File: src/rtl/ofdm_rx_symbol_framer.sv
`timescale 1ns/1ps
// ofdm_rx_symbol_framer
// ---------------------
// Receive-side OFDM symbol framer between the DDC sample stream and the RX DMA.
// The DDC stream is packed I/Q with I in [15:0] and Q in [31:16], and it has no
// tlast. After an arming pulse, the framer:
//   1. discards i_offset samples,
//   2. strips CP_LEN cyclic-prefix samples in front of every symbol,
//   3. forwards NFFT samples per symbol as one AXI4-Stream packet of
//      i_num_symbols symbols.
// tuser flags the first sample of each symbol. tlast flags the final sample of
// the packet.
//
// Ports
//   aclk, aresetn              clock, asynchronous active-low reset
//   i_start                    one-cycle arm pulse (ignored while o_busy)
//   i_offset, i_num_symbols    capture setup, sampled on an accepted i_start
//   s_axis_*                   DDC sample stream in (tdata/tvalid/tready)
//   m_axis_*                   framed symbol stream out (tdata/tvalid/tready/tlast/tkeep/tuser)
//   o_busy                     capture in progress or output register still full
//   o_sym_count                symbols fully handed downstream in this packet
module ofdm_rx_symbol_framer #(
    parameter int NFFT   = 4096,
    parameter int CP_LEN = 256,
    parameter int DATA_W = 32
) (
    input  logic                aclk,
    input  logic                aresetn,
    input  logic                i_start,
    input  logic [15:0]         i_offset,
    input  logic [7:0]          i_num_symbols,
    input  logic [DATA_W-1:0]   s_axis_tdata,
    input  logic                s_axis_tvalid,
    output logic                s_axis_tready,
    output logic [DATA_W-1:0]   m_axis_tdata,
    output logic                m_axis_tvalid,
    input  logic                m_axis_tready,
    output logic                m_axis_tlast,
    output logic [DATA_W/8-1:0] m_axis_tkeep,
    output logic                m_axis_tuser,
    output logic                o_busy,
    output logic [7:0]          o_sym_count
);

    localparam int IDX_W = $clog2(NFFT);
    localparam int CP_W  = (CP_LEN > 1) ? $clog2(CP_LEN) : 1;
    localparam logic [IDX_W-1:0] IDX_LAST = IDX_W'(NFFT - 1);
    localparam logic [CP_W-1:0]  CP_LAST  = CP_W'(CP_LEN - 1);

    typedef enum logic [1:0] {S_IDLE, S_OFFSET, S_CP, S_DATA} state_t;

    state_t              state_q,     state_d;
    logic [15:0]         off_len_q,   off_len_d;
    logic [15:0]         off_cnt_q,   off_cnt_d;
    logic [7:0]          num_sym_q,   num_sym_d;
    logic [7:0]          sym_q,       sym_d;
    logic [CP_W-1:0]     cp_cnt_q,    cp_cnt_d;
    logic [IDX_W-1:0]    idx_q,       idx_d;
    logic [DATA_W-1:0]   tdata_q,     tdata_d;
    logic                tvalid_q,    tvalid_d;
    logic                tlast_q,     tlast_d;
    logic                tuser_q,     tuser_d;
    logic                eos_q,       eos_d;      // register holds a symbol's final sample
    logic [7:0]          sym_count_q, sym_count_d;

    logic in_ready;
    logic in_beat;
    logic out_hs;
    logic last_of_sym;
    logic final_sym;

    function automatic logic [7:0] sat_inc8(input logic [7:0] v);
        return (v == 8'hFF) ? v : v + 8'd1;
    endfunction

    always_comb begin
        // Outside DATA every sample is dropped; in DATA the single output
        // register only takes a new sample when it is empty or draining.
        in_ready    = (state_q != S_DATA) | ~tvalid_q | m_axis_tready;
        in_beat     = s_axis_tvalid & in_ready;
        out_hs      = tvalid_q & m_axis_tready;
        last_of_sym = (idx_q == IDX_LAST);
        final_sym   = (sym_q == num_sym_q - 8'd1);

        state_d     = state_q;
        off_len_d   = off_len_q;
        off_cnt_d   = off_cnt_q;
        num_sym_d   = num_sym_q;
        sym_d       = sym_q;
        cp_cnt_d    = cp_cnt_q;
        idx_d       = idx_q;
        tdata_d     = tdata_q;
        tvalid_d    = tvalid_q;
        tlast_d     = tlast_q;
        tuser_d     = tuser_q;
        eos_d       = eos_q;
        sym_count_d = sym_count_q;

        if (out_hs) begin
            tvalid_d = 1'b0;
            if (eos_q) begin
                sym_count_d = sat_inc8(sym_count_q);
            end
        end

        case (state_q)
            S_IDLE: begin
                // Requiring an empty output register also rejects a start
                // in the cycle right after the last sample was loaded.
                if (i_start && !tvalid_q) begin
                    off_len_d   = i_offset;
                    num_sym_d   = (i_num_symbols == 8'd0) ? 8'd1 : i_num_symbols;
                    sym_count_d = 8'd0;
                    sym_d       = 8'd0;
                    off_cnt_d   = 16'd0;
                    cp_cnt_d    = '0;
                    idx_d       = '0;
                    state_d     = (i_offset != 16'd0) ? S_OFFSET : S_CP;
                end
            end
            S_OFFSET: begin
                if (in_beat) begin
                    if (off_cnt_q == off_len_q - 16'd1) begin
                        off_cnt_d = 16'd0;
                        state_d   = S_CP;
                    end else begin
                        off_cnt_d = off_cnt_q + 16'd1;
                    end
                end
            end
            S_CP: begin
                if (in_beat) begin
                    if (cp_cnt_q == CP_LAST) begin
                        cp_cnt_d = '0;
                        idx_d    = '0;
                        state_d  = S_DATA;
                    end else begin
                        cp_cnt_d = cp_cnt_q + CP_W'(1);
                    end
                end
            end
            S_DATA: begin
                if (in_beat) begin
                    tdata_d  = s_axis_tdata;
                    tvalid_d = 1'b1;
                    tuser_d  = (idx_q == '0);
                    tlast_d  = last_of_sym & final_sym;
                    eos_d    = last_of_sym;
                    if (last_of_sym) begin
                        idx_d   = '0;
                        sym_d   = sym_q + 8'd1;
                        state_d = final_sym ? S_IDLE : S_CP;
                    end else begin
                        idx_d = idx_q + IDX_W'(1);
                    end
                end
            end
            default: state_d = S_IDLE;
        endcase
    end

    always_ff @(posedge aclk or negedge aresetn) begin
        if (!aresetn) begin
            state_q     <= S_IDLE;
            off_len_q   <= '0;
            off_cnt_q   <= '0;
            num_sym_q   <= '0;
            sym_q       <= '0;
            cp_cnt_q    <= '0;
            idx_q       <= '0;
            tdata_q     <= '0;
            tvalid_q    <= 1'b0;
            tlast_q     <= 1'b0;
            tuser_q     <= 1'b0;
            eos_q       <= 1'b0;
            sym_count_q <= '0;
        end else begin
            state_q     <= state_d;
            off_len_q   <= off_len_d;
            off_cnt_q   <= off_cnt_d;
            num_sym_q   <= num_sym_d;
            sym_q       <= sym_d;
            cp_cnt_q    <= cp_cnt_d;
            idx_q       <= idx_d;
            tdata_q     <= tdata_d;
            tvalid_q    <= tvalid_d;
            tlast_q     <= tlast_d;
            tuser_q     <= tuser_d;
            eos_q       <= eos_d;
            sym_count_q <= sym_count_d;
        end
    end

    // Gating with aresetn forces every output low while reset is asserted.
    assign s_axis_tready = aresetn & in_ready;
    assign m_axis_tdata  = tdata_q;
    assign m_axis_tvalid = tvalid_q;
    assign m_axis_tlast  = tvalid_q & tlast_q;
    assign m_axis_tuser  = tvalid_q & tuser_q;
    assign m_axis_tkeep  = {(DATA_W/8){tvalid_q}};
    assign o_busy        = (state_q != S_IDLE) | tvalid_q;
    assign o_sym_count   = sym_count_q;

endmodule

File: config.mk
export PLATFORM = sky130hd
export DESIGN_NAME = ofdm_rx_symbol_framer
export DESIGN_NICKNAME = d
export VERILOG_FILES = /design/src/rtl/ofdm_rx_symbol_framer.sv
export SDC_FILE = /design/constraint.sdc
export NUM_CORES = 1
export LEC_CHECK = 0
export BUFFER_PORTS_ARGS = -buffer_cell sky130_fd_sc_hd__buf_2
export CORE_ASPECT_RATIO = 2
export CORE_MARGIN = 10
export CORE_UTILIZATION = 40
export CTS_BUF_LIST = sky130_fd_sc_hd__clkbuf_8 sky130_fd_sc_hd__clkbuf_16
export DETAILED_ROUTE_END_ITERATION = 10
export PLACE_DENSITY = 0.73
export SLEW_MARGIN = 20
export SYNTH_ARGS = -nofsm -noshare
export SYNTH_HDL_FRONTEND = slang
export SYNTH_SLANG_ARGS = --single-unit
File: constraint.sdc
create_clock -name aclk -period 2.5 [get_ports aclk]
set_input_delay 0.5 -clock aclk [delete_from_list [all_inputs] [get_ports aclk]]
set_output_delay 0.5 -clock aclk [all_outputs]
set_load 0.02 [all_outputs]
# After elaboration in Yosys (flattened, before gate mapping)
# Index checks and enable logic that the tools add are counted.
# Widths: inputs -> output; s select.
# totals
ff_bits,114
inputBits,61
out_inout_bits,49
word_cells,100
# op_classes
add_sub_neg,7
eq_ne,16
mux,36
bitwise,10
n_reduce_logical,18
# op_table
op,n
$mux 8,11
$mux 12,5
$mux 16,3
$pmux 12 s3,1
$pmux 16 s2,1
$pmux 8 s2,2
$add 8x1->8 const B,3
$mux 2,9
$add 16x1->16 const B,1
$eq 16x16->1,1
$eq 8x8->1 const B,2
$ne 2x2->1 const B,8
$reduce_bool 16->1,1
$sub 16x1->16 const B,1
$add 12x1->12 const B,1
$eq 12x12->1 const B,1
$logic_not 12->1,1
$eq 8x8->1,1
$logic_not 8->1,1
$pmux 2 s4,1
$reduce_bool 2->1,4
$sub 8x1->8 const B,1
$reduce_and 7->1,1
$and 1x1->1,6
other kinds (13),20

# Depth between registers and ports, before layout
# Gate-level depths: netlist of run 1.
# logic_depth
word_depth,6
ltp_mapped,10
mapped_depth_nobuf,9

# Worst setup path before layout of run 1
# OpenSTA, ideal clock, no wires.
# synth_path
path_kind,register to register
start,register off_len_q[3]
end,register off_cnt_q[12]
setup_ns,0.071
t_arrival_ns,2.620
slack_ns,-0.191
stages_incl_launch_ff,10
n_path_buf,2
period_less_slack_ns,2.691
cell_sequence,dfrtp_1 buf_4 or4_1 nor4_1 mux2_2 or3_1 a41oi_2 a21oi_2 buf_6 nor2_1
# synth_via
elab_chain_cells,5
# synth_rtl
element,line_no,text
start: declaration,53,"logic [15:0] off_len_q, off_len_d;"
start signal: assignment,179,off_len_q <= off_len_d;
$sub 16x1->16,123,if (off_cnt_q == off_len_q - 16'd1) begin
$eq 16x16->1,123,
$mux 16,123,
$mux 16,122,if (in_beat) begin
$pmux 16 s2,106,case (state_q)
end signal: assignment,180,off_cnt_q <= off_cnt_d;
end: declaration,54,"logic [15:0] off_cnt_q, off_cnt_d;"
# No other way between the ends. The select of a mux whose other input is x is not followed.
# A chain may end at the register's enable or synchronous reset.

# Final worst setup path of run 1
# layout_path
start,register off_len_q[0]
end,register off_cnt_q[2]
# Same word-level chain as after synthesis.

==> results of run 1 <==
==> synthesized netlist by cell type (3+ instances only) <==
cell type	n	area, sq um
nand2_1	191	717
dfrtp_1	114	2850
nor2_1	55	206
o21ai_0	45	225
xnor2_1	25	219
xor2_1	24	210
clkbuf_1	20	75.1
nand3_1	20	100
inv_1	19	71.3
nor3_1	19	95.1
nand4_1	14	87.6
nand2b_1	12	75.1
nor4_1	12	75.1
a21oi_1	10	50.1
and3_1	9	56.3
ha_1	8	100
and2_1	7	43.8
nor2b_1	7	43.8
buf_4	5	37.5
or3_1	5	31.3
a21o_1	4	30.0
and4_1	4	35.0
nor3b_1	4	30.0
o31ai_1	4	30.0
mux2i_1	3	30.0
==> logic make-up after synthesis <==
| logic type | count (synthesis) | synth area share (%) |
|---|---|---|
| compound gates | 94 | 10.5 |
| simple gates | 374 | 28.8 |
| flops | 114 | 47.5 |
| fa+ha+maj | 8 | 1.67 |
| xor+xnor | 49 | 7.15 |
| buf+inv | 48 | 3.46 |
| mux | 5 | 0.876 |
==> stage by stage <==
stage	power, mW	std cells	utilization, %	setup TNS [ns]
final	8.97	1052	52.5	0
after global routing	9.58	1052	52.5	-1.02
after detailed placement	6.40	1017	47.8	-0.237
after floorplan	4.98	692	-	0
after global placement	6.31	1017	47.8	-0.00696
after CTS	8.94	1050	52.1	0
==> where the power goes <==
group	internal (mW)	switching (mW)	total [mW]
Sequential	2.35	0.422	2.78
Clock	1.63	0.828	2.46
Combinational	1.55	2.18	3.73
==> cell type report <==
type / count / area [sq um]
Clock buffer: 20 / 467
Clock inverter: 12 / 140
Fill cell: 1455 / 7040
Inverter: 19 / 71.3
Multi-Input combinational cell: 530 / 3030
Sequential cell: 114 / 2850
Tap cell: 195 / 244
Timing Repair Buffer: 162 / 978
==> flip-flops by register name, indices dropped and copies added (netlist names) <==
signal	cells
off_cnt_q	16
sym_q	8
eos_q	1
tlast_q	1
cp_cnt_q	8
m_axis_tdata	32
o_sym_count	8
num_sym_q	8
m_axis_tvalid	1
tuser_q	1
idx_q	12
off_len_q	16
state_q	2
==> how the worst min path moves through the flow <==
stage	startpoint	end	slack, ns	cells after the start
2_1_floorplan	aresetn	cp_cnt_q[0]	0.20	0
3_3_place_gp	m_axis_tdata[26]	m_axis_tdata[26]	0.45	2
3_5_place_dp	m_axis_tdata[22]	m_axis_tdata[22]	0.46	2
4_1_cts	aresetn	idx_q[3]	0.21	2
5_1_grt	aresetn	m_axis_tdata[4]	0.23	2
6_report	aresetn	m_axis_tdata[11]	0.14	2
==> per-layer routing <==
layer	up-vias	track usage, %	routed length (um)
met2	144	30.4	9060
met5	-	0	0
li1	2654	-	-
met3	24	4.19	890
met1	2619	16.3	6150
met4	0	7.28	379
==> repair_timing <==
action / 4_1_cts / 5_1_grt
buffers inserted: 1 / 2
gates resized for setup: 5 / 13
pin swaps: 7 / 9
hold buffers: 0 / 0
setup endpoints to repair: 17 / 18
==> impl_metrics.xml, run 1 <==
<?xml version="1.0" encoding="UTF-8"?>
<metrics>
  <group name="global_route">
    <metric name="grt_antenna_before_repair" unit="">0</metric>
    <metric name="maximum_number_of_pins_on_one_net_before_global_route_repair" unit="">115</metric>
    <metric name="track_usage" unit="%">16.2</metric>
    <metric name="globalRoute.totalOverflow" unit="">0</metric>
    <metric name="first_global_vias" unit="">5662</metric>
    <metric name="wire_length_of_the_first_global_routing_pass" unit="um">26900</metric>
  </group>
  <group name="pwr">
    <metric name="irDropWorstVdd" unit="V">0.000639</metric>
    <metric name="static-leakage-power" unit="nW">3.84</metric>
    <metric name="power_density" unit="nW/um^2">1150</metric>
  </group>
  <group name="logic_synthesis">
    <metric name="netlist_instances" unit="">692</metric>
    <metric name="synth.distinct_cells" unit="">65</metric>
    <metric name="mappedNetlistNets" unit="">761</metric>
    <metric name="asyncSetResetFlopFracSynth" unit="%">100</metric>
    <metric name="synth_sequential_area_ratio" unit="%">47.5</metric>
    <metric name="post_synth_instance_area" unit="sq um">6000</metric>
    <metric name="yosys_warnings" unit="">0</metric>
    <metric name="synth-seq-cells" unit="">114</metric>
    <metric name="synth_enable_flop_cells" unit="">0</metric>
    <metric name="avgSynthCellArea" unit="sq um">8.67</metric>
    <metric name="synth_flop_cell" unit="">dfrtp_1</metric>
  </group>
  <group name="sta">
    <metric name="finalCritPeriodShare" unit="%">99.6</metric>
    <metric name="finalSetupViolations" unit="">0</metric>
    <metric name="maxSlewHeadroom" unit="%">57.5</metric>
    <metric name="rsz0062_at_grt" unit="">true</metric>
    <metric name="worst_slack" unit="ns">0.00915</metric>
    <metric name="fin_worst_hold_slack" unit="ns">0.142</metric>
    <metric name="worst_slew_pin_slew" unit="ns">0.638</metric>
    <metric name="max_freq" unit="MHz">401</metric>
    <metric name="layout_min_cycle_time" unit="ns">2.49</metric>
    <metric name="final_hold_viols" unit="">0</metric>
    <metric name="drv_slew" unit="">0</metric>
    <metric name="fin_clk_skew" unit="ns">0.0108</metric>
  </group>
  <group name="placed_design">
    <metric name="numPortBuffers" unit="">109</metric>
    <metric name="postPlaceCellArea" unit="sq um">7080</metric>
    <metric name="detailedPlacementHpwl" unit="um">12300</metric>
    <metric name="pre_cts_slack" unit="ns">-0.0640</metric>
    <metric name="gp_routability_congestion" unit="">0.915</metric>
  </group>
  <group name="clocking">
    <metric name="numClockSinks" unit="">114</metric>
    <metric name="clk-insertion-delay-late" unit="ns">0.41</metric>
    <metric name="cts_max_path_buffers" unit="">2</metric>
    <metric name="cts_inserted_buffers" unit="">17</metric>
    <metric name="cts.root.buffer_cell" unit="">clkbuf_16</metric>
    <metric name="clk_pin_slew" unit="ns">0.05</metric>
    <metric name="cts_max_level" unit="">4</metric>
    <metric name="cts_tree" unit="">done</metric>
  </group>
  <group name="cells_and_area">
    <metric name="share_of_post_route_cells_with_drive_strength_above_1" unit="%">25.6</metric>
    <metric name="areaGrowthSynthToFinish" unit="%">29.7</metric>
    <metric name="final_common_cell" unit="">nand2_1</metric>
    <metric name="antennaDiodeCount" unit="">0</metric>
    <metric name="final_cell_mix" unit="">nand2_1 (191), dfrtp_1 (114), buf_2 (108)</metric>
    <metric name="nets" unit="">913</metric>
    <metric name="final_non_filler_cell_area" unit="sq um">7780</metric>
  </group>
  <group name="drt">
    <metric name="drt_iter0_drc" unit="">217</metric>
    <metric name="detail_route.vias_per_cell" unit="">5.17</metric>
    <metric name="routed-via-count" unit="">5441</metric>
    <metric name="postRouteAntennaNets" unit="">0</metric>
    <metric name="wirelength" unit="um">16500</metric>
    <metric name="routed_wire_length_per_instance" unit="um">15.7</metric>
    <metric name="drc_errors" unit="">0</metric>
    <metric name="drt_pass1_iterations" unit="">4</metric>
  </group>
  <group name="setup_path">
    <metric name="critical_path.reg2reg.endpoint" unit="">off_cnt_q[2]</metric>
    <metric name="rr_startpoint" unit="">off_len_q[0]</metric>
    <metric name="cp_data_required_time" unit="ns">2.82</metric>
    <metric name="cp_slowest_stage_delay" unit="ns">0.42</metric>
    <metric name="crit_type" unit="">flip-flop to flip-flop</metric>
    <metric name="setup.worst_path.start" unit="">off_len_q[0]</metric>
    <metric name="worst-r2r-cell-count" unit="">12</metric>
    <metric name="critical_path.slowest_cell" unit="">dfrtp_1</metric>
    <metric name="critical_path_peak_fanout" unit="">4</metric>
    <metric name="path_common_cell" unit="">buf_4</metric>
    <metric name="critical_path.n_buffers_inverters" unit="">4</metric>
    <metric name="critical_path.cell_chain" unit="">inv_1, ha_2, nor3b_2, buf_4, buf_4, nand2_1, mux2i_2, buf_4, nor3_1, and4_1, o31ai_1, o2bb2ai_2</metric>
    <metric name="critical_path.endpoint" unit="">off_cnt_q[2]</metric>
    <metric name="r2r_slack" unit="ns">0.009</metric>
    <metric name="worstSetupEndpointType" unit="">flip-flop</metric>
    <metric name="critical_path_cell_count" unit="">12</metric>
    <metric name="crit_family" unit="">buffers and inverters</metric>
    <metric name="worst-endpoint-arrival" unit="ns">2.81</metric>
    <metric name="startpoint_class" unit="">flip-flop</metric>
  </group>
  <group name="floorplanning">
    <metric name="initial_core_util" unit="%">40.5</metric>
    <metric name="num_io_pins" unit="">110</metric>
    <metric name="std_cell_rows" unit="">63</metric>
    <metric name="fp.dieArea" unit="sq um">20600</metric>
    <metric name="floorplan.core_area" unit="sq um">14800</metric>
    <metric name="die-width" unit="um">107</metric>
    <metric name="die_h" unit="um">193</metric>
  </group>
  <group name="hold_path">
    <metric name="worstHoldPathType" unit="">input pin to async pin</metric>
  </group>
  <group name="run_status">
    <metric name="outcome" unit="">finished clean</metric>
  </group>
  <group name="flow_run">
    <metric name="max-cap-violations" unit="">0</metric>
  </group>
</metrics>
(Power assumes the default switching activity.)
==> run 2: changes to the inputs <==
--- a/config.mk
+++ b/config.mk
@@ -9,7 +9,6 @@
 export CORE_ASPECT_RATIO = 2
 export CORE_MARGIN = 10
 export CORE_UTILIZATION = 40
-export CTS_BUF_LIST = sky130_fd_sc_hd__clkbuf_8 sky130_fd_sc_hd__clkbuf_16
 export DETAILED_ROUTE_END_ITERATION = 10
 export PLACE_DENSITY = 0.73
 export SLEW_MARGIN = 20
==> run 2 against run 1 <==
Net effect:
- sequential share of layout area unchanged
- cell area unchanged
- critical endpoint unchanged
- non-clock buffer count did not move
- die area unchanged
- sequential cell count is the same
- routed wire length increased by 0.40%
- first-iteration DRC count up 0.92%
- sequential power barely moved
- worst hold slack better by 0.0069 ns
- via count increased by 0.22%
- clock power about the same
==> impl_metrics.xml, run 2 (synthesized netlist as in run 1, its figures left out) <==
<?xml version="1.0" encoding="UTF-8"?>
<metrics>
  <group name="sta">
    <metric name="layout_min_cycle_time" unit="ns">2.50</metric>
    <metric name="rsz0062_at_grt" unit="">true</metric>
    <metric name="maxSlewHeadroom" unit="%">57.9</metric>
    <metric name="finalCritPeriodShare" unit="%">99.8</metric>
    <metric name="fin_clk_skew" unit="ns">0.0106</metric>
    <metric name="worst_slew_pin_slew" unit="ns">0.631</metric>
    <metric name="finalSetupViolations" unit="">0</metric>
    <metric name="drv_slew" unit="">0</metric>
    <metric name="max_freq" unit="MHz">401</metric>
    <metric name="final_hold_viols" unit="">0</metric>
  </group>
  <group name="global_route">
    <metric name="track_usage" unit="%">16.2</metric>
    <metric name="globalRoute.totalOverflow" unit="">0</metric>
    <metric name="first_global_vias" unit="">5662</metric>
    <metric name="grt_antenna_before_repair" unit="">0</metric>
    <metric name="maximum_number_of_pins_on_one_net_before_global_route_repair" unit="">115</metric>
    <metric name="wire_length_of_the_first_global_routing_pass" unit="um">26900</metric>
  </group>
  <group name="clocking">
    <metric name="numClockSinks" unit="">114</metric>
    <metric name="holdBufCountCts" unit="">0</metric>
    <metric name="clk_pin_slew" unit="ns">0.05</metric>
    <metric name="cts_inserted_buffers" unit="">17</metric>
    <metric name="clk-insertion-delay-late" unit="ns">0.41</metric>
    <metric name="cts.root.buffer_cell" unit="">clkbuf_16</metric>
    <metric name="cts_max_level" unit="">4</metric>
    <metric name="cts_tree" unit="">done</metric>
    <metric name="cts_max_path_buffers" unit="">2</metric>
  </group>
  <group name="floorplanning">
    <metric name="num_io_pins" unit="">110</metric>
    <metric name="std_cell_rows" unit="">63</metric>
    <metric name="initial_core_util" unit="%">40.5</metric>
    <metric name="fp.dieArea" unit="sq um">20600</metric>
    <metric name="floorplan.core_area" unit="sq um">14800</metric>
    <metric name="die_h" unit="um">193</metric>
    <metric name="die-width" unit="um">107</metric>
  </group>
  <group name="pwr">
    <metric name="power_density" unit="nW/um^2">1150</metric>
    <metric name="irDropWorstVdd" unit="V">0.000639</metric>
    <metric name="static-leakage-power" unit="nW">3.82</metric>
  </group>
  <group name="setup_path">
    <metric name="critical_path_peak_fanout" unit="">4</metric>
    <metric name="r2r_slack" unit="ns">0.004</metric>
    <metric name="startpoint_class" unit="">flip-flop</metric>
    <metric name="worst-endpoint-arrival" unit="ns">2.82</metric>
    <metric name="cp_data_required_time" unit="ns">2.82</metric>
    <metric name="crit_type" unit="">flip-flop to flip-flop</metric>
    <metric name="worstSetupEndpointType" unit="">flip-flop</metric>
  </group>
  <group name="placed_design">
    <metric name="numPortBuffers" unit="">109</metric>
    <metric name="gp_routability_congestion" unit="">0.915</metric>
    <metric name="postPlaceCellArea" unit="sq um">7080</metric>
    <metric name="detailedPlacementHpwl" unit="um">12300</metric>
  </group>
  <group name="cells_and_area">
    <metric name="nets" unit="">913</metric>
    <metric name="largest_register_ffs" unit="">32</metric>
    <metric name="antennaDiodeCount" unit="">0</metric>
    <metric name="areaGrowthSynthToFinish" unit="%">29.7</metric>
    <metric name="final_common_cell" unit="">nand2_1</metric>
    <metric name="final_cell_mix" unit="">nand2_1 (191), dfrtp_1 (114), buf_2 (108)</metric>
    <metric name="final_non_filler_cell_area" unit="sq um">7780</metric>
    <metric name="post-route-util" unit="%">52.5</metric>
    <metric name="share_of_post_route_cells_with_drive_strength_above_1" unit="%">25.6</metric>
  </group>
  <group name="drt">
    <metric name="routed_wire_length_per_instance" unit="um">15.7</metric>
    <metric name="postRouteAntennaNets" unit="">0</metric>
    <metric name="drt_iter0_drc" unit="">219</metric>
    <metric name="drt_pass1_iterations" unit="">4</metric>
    <metric name="drc_errors" unit="">0</metric>
    <metric name="routed-via-count" unit="">5453</metric>
    <metric name="detail_route.vias_per_cell" unit="">5.18</metric>
    <metric name="wirelength" unit="um">16500</metric>
  </group>
  <group name="run_status">
    <metric name="outcome" unit="">finished clean</metric>
  </group>
  <group name="hold_path">
    <metric name="worstHoldPathType" unit="">input pin to async pin</metric>
  </group>
  <group name="flow_run">
    <metric name="max-cap-violations" unit="">0</metric>
  </group>
</metrics>
==> run 2: cell count changes in the layout (fill, tap and decap cells not counted), sizes merged <==
cell,previous run,this run
inv,22,19
clkbuf,20,23
==> run 2: what timing repair did <==
item,in CTS,in global routing
pin swaps,7,9
setup endpoints to repair,17,18
setup buffers,1,2
resized for setup,5,13
==> run 2: worst paths after layout <==
| path | endpoint | start | depth (start not counted) |
|---|---|---|---|
| hold reg to reg | m_axis_tdata[22] | m_axis_tdata[22] | 2 |
| hold / removal | m_axis_tdata[11] | aresetn | 2 |
| setup reg to reg | off_cnt_q[2] | off_len_q[0] | 12 |
| max in group asynchronous | num_sym_q[2] | aresetn | 2 |
| setup / recovery | off_cnt_q[2] | off_len_q[0] | 12 |
| min in group aclk | m_axis_tdata[21] | s_axis_tdata[21] | 3 |
==> run 2: stage by stage <==
stage	TNS (ns)	hold slack (ns)	total power [mW]	setup slack [ns]	cells
4_1_cts	0	0.210	8.95	0.00486	1050
2_1_floorplan	0	0.204	4.98	0.0000815	692
3_3_place_gp	-0.00696	0.453	6.31	-0.00696	1017
3_5_place_dp	-0.237	0.457	6.40	-0.0640	1017
5_1_grt	-1.02	0.226	9.59	-0.0906	1052
6_report	0	0.149	8.98	0.00397	1052
==> run 2: final cells by class <==
class	count	area (sq um)
clock inverter	9	129
clock buffer	23	478
sequential	114	2850
tap	195	244
timing repair buffer	162	978
multi-input combinational	530	3030
inverter	19	71.3
fill	1455	7040
==> run 2: worst max-delay path: stages, from the launching register on <==
cell and delay (ns):
dfrtp_1 0.42, inv_1 0.08, ha_2 0.20, nor3b_2 0.15, buf_4 0.15, buf_4 0.14, nand2_1 0.09, mux2i_2 0.33
buf_4 0.17, nor3_1 0.03, and4_1 0.23, o31ai_1 0.29, o2bb2ai_2 0.14
==> run 2: routing by layer <==
| metal | up-vias | GRT usage, % | share of wire (%) |
|---|---|---|---|
| met5 | - | 0 | 0 |
| li1 | 2652 | - | - |
| met2 | 144 | 30.4 | 55 |
| met3 | 22 | 4.19 | 5.0 |
| met4 | 0 | 7.28 | 2.2 |
| met1 | 2635 | 16.3 | 38 |
==> run 2: report_power, final <==
group	leakage [nW]	switching (mW)	total, mW	internal [mW]
logic	2.03	2.18	3.73	1.55
registers	1.50	0.421	2.78	2.35
clock network	0.293	0.830	2.47	1.64
==> run 3: changes to the inputs <==
--- a/config.mk
+++ b/config.mk
@@ -8,10 +8,10 @@
 export BUFFER_PORTS_ARGS = -buffer_cell sky130_fd_sc_hd__buf_2
 export CORE_ASPECT_RATIO = 2
 export CORE_MARGIN = 10
-export CORE_UTILIZATION = 40
+export CORE_UTILIZATION = 49
 export DETAILED_ROUTE_END_ITERATION = 10
-export PLACE_DENSITY = 0.73
-export SLEW_MARGIN = 20
+export PLACE_DENSITY = 0.84
+export SLEW_MARGIN = 40
 export SYNTH_ARGS = -nofsm -noshare
 export SYNTH_HDL_FRONTEND = slang
 export SYNTH_SLANG_ARGS = --single-unit
==> run 3 against run 2 <==
Net effect:
- the flow now finishes with violations (negative setup slack)
- clock power decreased by 5%
- combinational power about the same
- global-route usage grew 3.4 points
- register-to-register slack got worse by 0.03 ns
- critical endpoint is now off_cnt_q[8]
- count of clock-buffer cells in the layout is 6 lower
- clock skew is 0.0024 ns lower
- sequential power is essentially flat
- routed wire length up 4.0%
==> impl_metrics.xml, run 3 (synthesized netlist as in run 1, its figures left out) <==
<?xml version="1.0" encoding="UTF-8"?>
<metrics>
  <group name="run_status">
    <metric name="outcome" unit="">complete, but fails checks</metric>
    <metric name="violations" unit="">negative setup slack</metric>
  </group>
  <group name="global_route">
    <metric name="track_usage" unit="%">19.6</metric>
    <metric name="grt.met3_usage" unit="%">4.81</metric>
    <metric name="globalRoute.totalOverflow" unit="">0</metric>
    <metric name="grt_util_met2" unit="%">36.0</metric>
    <metric name="grt_antenna_before_repair" unit="">0</metric>
    <metric name="maximum_number_of_pins_on_one_net_before_global_route_repair" unit="">60</metric>
    <metric name="wire_length_of_the_first_global_routing_pass" unit="um">28100</metric>
    <metric name="grtUsageMet1" unit="%">19.1</metric>
    <metric name="first_global_vias" unit="">5982</metric>
    <metric name="busiest_layer" unit="">met2</metric>
  </group>
  <group name="floorplanning">
    <metric name="die_h" unit="um">176</metric>
    <metric name="num_io_pins" unit="">110</metric>
    <metric name="floorplan.core_area" unit="sq um">12100</metric>
    <metric name="std_cell_rows" unit="">57</metric>
    <metric name="fp.dieArea" unit="sq um">17300</metric>
    <metric name="die-width" unit="um">98.2</metric>
    <metric name="initial_core_util" unit="%">49.8</metric>
  </group>
  <group name="placed_design">
    <metric name="gp_routability_congestion" unit="">0.935</metric>
    <metric name="detailedPlacementHpwl" unit="um">12300</metric>
    <metric name="dp.cells" unit="">963</metric>
    <metric name="postPlaceCellArea" unit="sq um">6960</metric>
    <metric name="pre_cts_slack" unit="ns">-0.0798</metric>
    <metric name="numPortBuffers" unit="">109</metric>
  </group>
  <group name="drt">
    <metric name="routed_wire_length_per_instance" unit="um">17.2</metric>
    <metric name="postRouteAntennaNets" unit="">0</metric>
    <metric name="routed-via-count" unit="">5636</metric>
    <metric name="drc_errors" unit="">0</metric>
    <metric name="drt_iter0_drc" unit="">345</metric>
    <metric name="drt_pass1_iterations" unit="">5</metric>
    <metric name="detail_route.vias_per_cell" unit="">5.64</metric>
    <metric name="wirelength" unit="um">17200</metric>
  </group>
  <group name="pwr">
    <metric name="p_total" unit="mW">8.87</metric>
    <metric name="switchingPower" unit="mW">3.61</metric>
    <metric name="internal_power" unit="mW">5.26</metric>
    <metric name="clkPwrFrac" unit="%">26.5</metric>
    <metric name="irDropWorstVdd" unit="V">0.000738</metric>
    <metric name="power_density" unit="nW/um^2">1160</metric>
    <metric name="static-leakage-power" unit="nW">3.79</metric>
    <metric name="seq_power_share" unit="%">31.2</metric>
    <metric name="sw_frac_of_total" unit="%">40.6</metric>
    <metric name="pwr-share-comb" unit="%">42.3</metric>
  </group>
  <group name="setup_path">
    <metric name="worst-endpoint-arrival" unit="ns">2.82</metric>
    <metric name="startpoint_class" unit="">flip-flop</metric>
    <metric name="critical_path_peak_fanout" unit="">13</metric>
    <metric name="worstSetupEndpointType" unit="">flip-flop</metric>
    <metric name="cp_data_required_time" unit="ns">2.80</metric>
    <metric name="crit_type" unit="">flip-flop to flip-flop</metric>
  </group>
  <group name="cells_and_area">
    <metric name="share_of_post_route_cells_with_drive_strength_above_1" unit="%">25.7</metric>
    <metric name="largest_register_ffs" unit="">32</metric>
    <metric name="final_cell_mix" unit="">nand2_1 (191), dfrtp_1 (114), buf_2 (108)</metric>
    <metric name="post-route-util" unit="%">63.5</metric>
    <metric name="final_common_cell" unit="">nand2_1</metric>
    <metric name="final_non_filler_cell_area" unit="sq um">7650</metric>
    <metric name="final_cells" unit="">1000</metric>
    <metric name="nets" unit="">909</metric>
    <metric name="antennaDiodeCount" unit="">0</metric>
    <metric name="areaGrowthSynthToFinish" unit="%">27.5</metric>
  </group>
  <group name="clocking">
    <metric name="cts_tree" unit="">done</metric>
    <metric name="clk-insertion-delay-late" unit="ns">0.42</metric>
    <metric name="cts_inserted_buffers" unit="">17</metric>
    <metric name="cts_max_level" unit="">4</metric>
    <metric name="cts.root.buffer_cell" unit="">clkbuf_16</metric>
    <metric name="cts_max_path_buffers" unit="">2</metric>
    <metric name="numClockSinks" unit="">114</metric>
    <metric name="clk_pin_slew" unit="ns">0.06</metric>
  </group>
  <group name="sta">
    <metric name="fin_clk_skew" unit="ns">0.00823</metric>
    <metric name="max_freq" unit="MHz">396</metric>
    <metric name="layout_min_cycle_time" unit="ns">2.52</metric>
    <metric name="rsz0062_at_grt" unit="">true</metric>
    <metric name="final_hold_viols" unit="">0</metric>
    <metric name="finalSetupViolations" unit="">13</metric>
    <metric name="finalCritPeriodShare" unit="%">101</metric>
    <metric name="worst_slew_pin_slew" unit="ns">0.740</metric>
    <metric name="maxSlewHeadroom" unit="%">50.7</metric>
    <metric name="worst_slack" unit="ns">-0.0231</metric>
    <metric name="drv_slew" unit="">0</metric>
  </group>
  <group name="hold_path">
    <metric name="worstHoldPathType" unit="">input pin to flip-flop</metric>
  </group>
  <group name="flow_run">
    <metric name="max-cap-violations" unit="">0</metric>
  </group>
</metrics>
[run 3: changes by cell type in the layout (fill, tap and decap cells not counted), moves of 2 or more]
cell	delta
buf_4	-2
bufinv_16	-2
clkbuf_1	-3
clkbuf_8	-3
clkinv_2	-2
clkinv_4	+3
inv_6	+7
o21ai_0	+2
[run 3: cell type report]
| type | instances | area, sq um |
|---|---|---|
| clock buffers | 17 | 425 |
| clock inverters | 15 | 146 |
| fillers | 949 | 4400 |
| inverters | 19 | 71.3 |
| multi-input cells | 530 | 3040 |
| flip-flops and latches | 114 | 2850 |
| well taps | 147 | 184 |
| repair buffers | 158 | 932 |
[run 3: timing repair]
item	4_1_cts	5_1_grt
resized for setup	5	12
pin swaps	4	1
buffers inserted	1	4
hold buffers	0	0
setup endpoints to repair	15	18
[run 3: worst max-delay path, stage by stage, from the launching register on]
cell	delay [ns]
dfrtp_1	0.41
buf_6	0.14
nor4_4	0.30
nand3_2	0.10
or3_4	0.42
a2111oi_4	0.43
a41oi_4	0.17
a21oi_2	0.22
buf_12	0.16
nor2_1	0.05
[run 3: worst paths after layout]
kind                                  from               to  slack (ns)  depth (start not counted)
min                        s_axis_tdata[4]  m_axis_tdata[4]        0.27                          3
min reg2reg                m_axis_tdata[4]  m_axis_tdata[4]        0.47                          2
min in group asynchronous          aresetn        idx_q[10]        0.30                          2
max in group asynchronous          aresetn     off_len_q[4]        1.69                          2
max reg2reg                   off_len_q[6]     off_cnt_q[8]       -0.02                          9
max                           off_len_q[6]     off_cnt_q[8]       -0.02                          9
[run 3: layer usage]
metal  vias to the layer above  wire length, um
li1                       2640                -
met1                      2701             5990
met4                         0              729
met3                        58             1180
met5                         -                0
met2                       237             9310
[run 3: per-stage QoR]
stage / TNS [ns] / hold slack, ns
3_5_place_dp: -0.167 / 0.457
2_1_floorplan: 0 / 0.204
5_1_grt: -1.45 / 0.266
4_1_cts: -0.0270 / 0.257
3_3_place_gp: -0.0320 / 0.453
6_report: -0.216 / 0.265
[run 3: power groups by stage]
stage               logic [mW]  clock network, mW  registers (mW)
finish                    3.75               2.35            2.77
global route              4.12               2.46            2.83
detailed placement        3.56                  0            2.76
CTS                       3.63               2.37            2.75
global placement          3.46                  0            2.75
floorplan                 1.94                  0            3.05
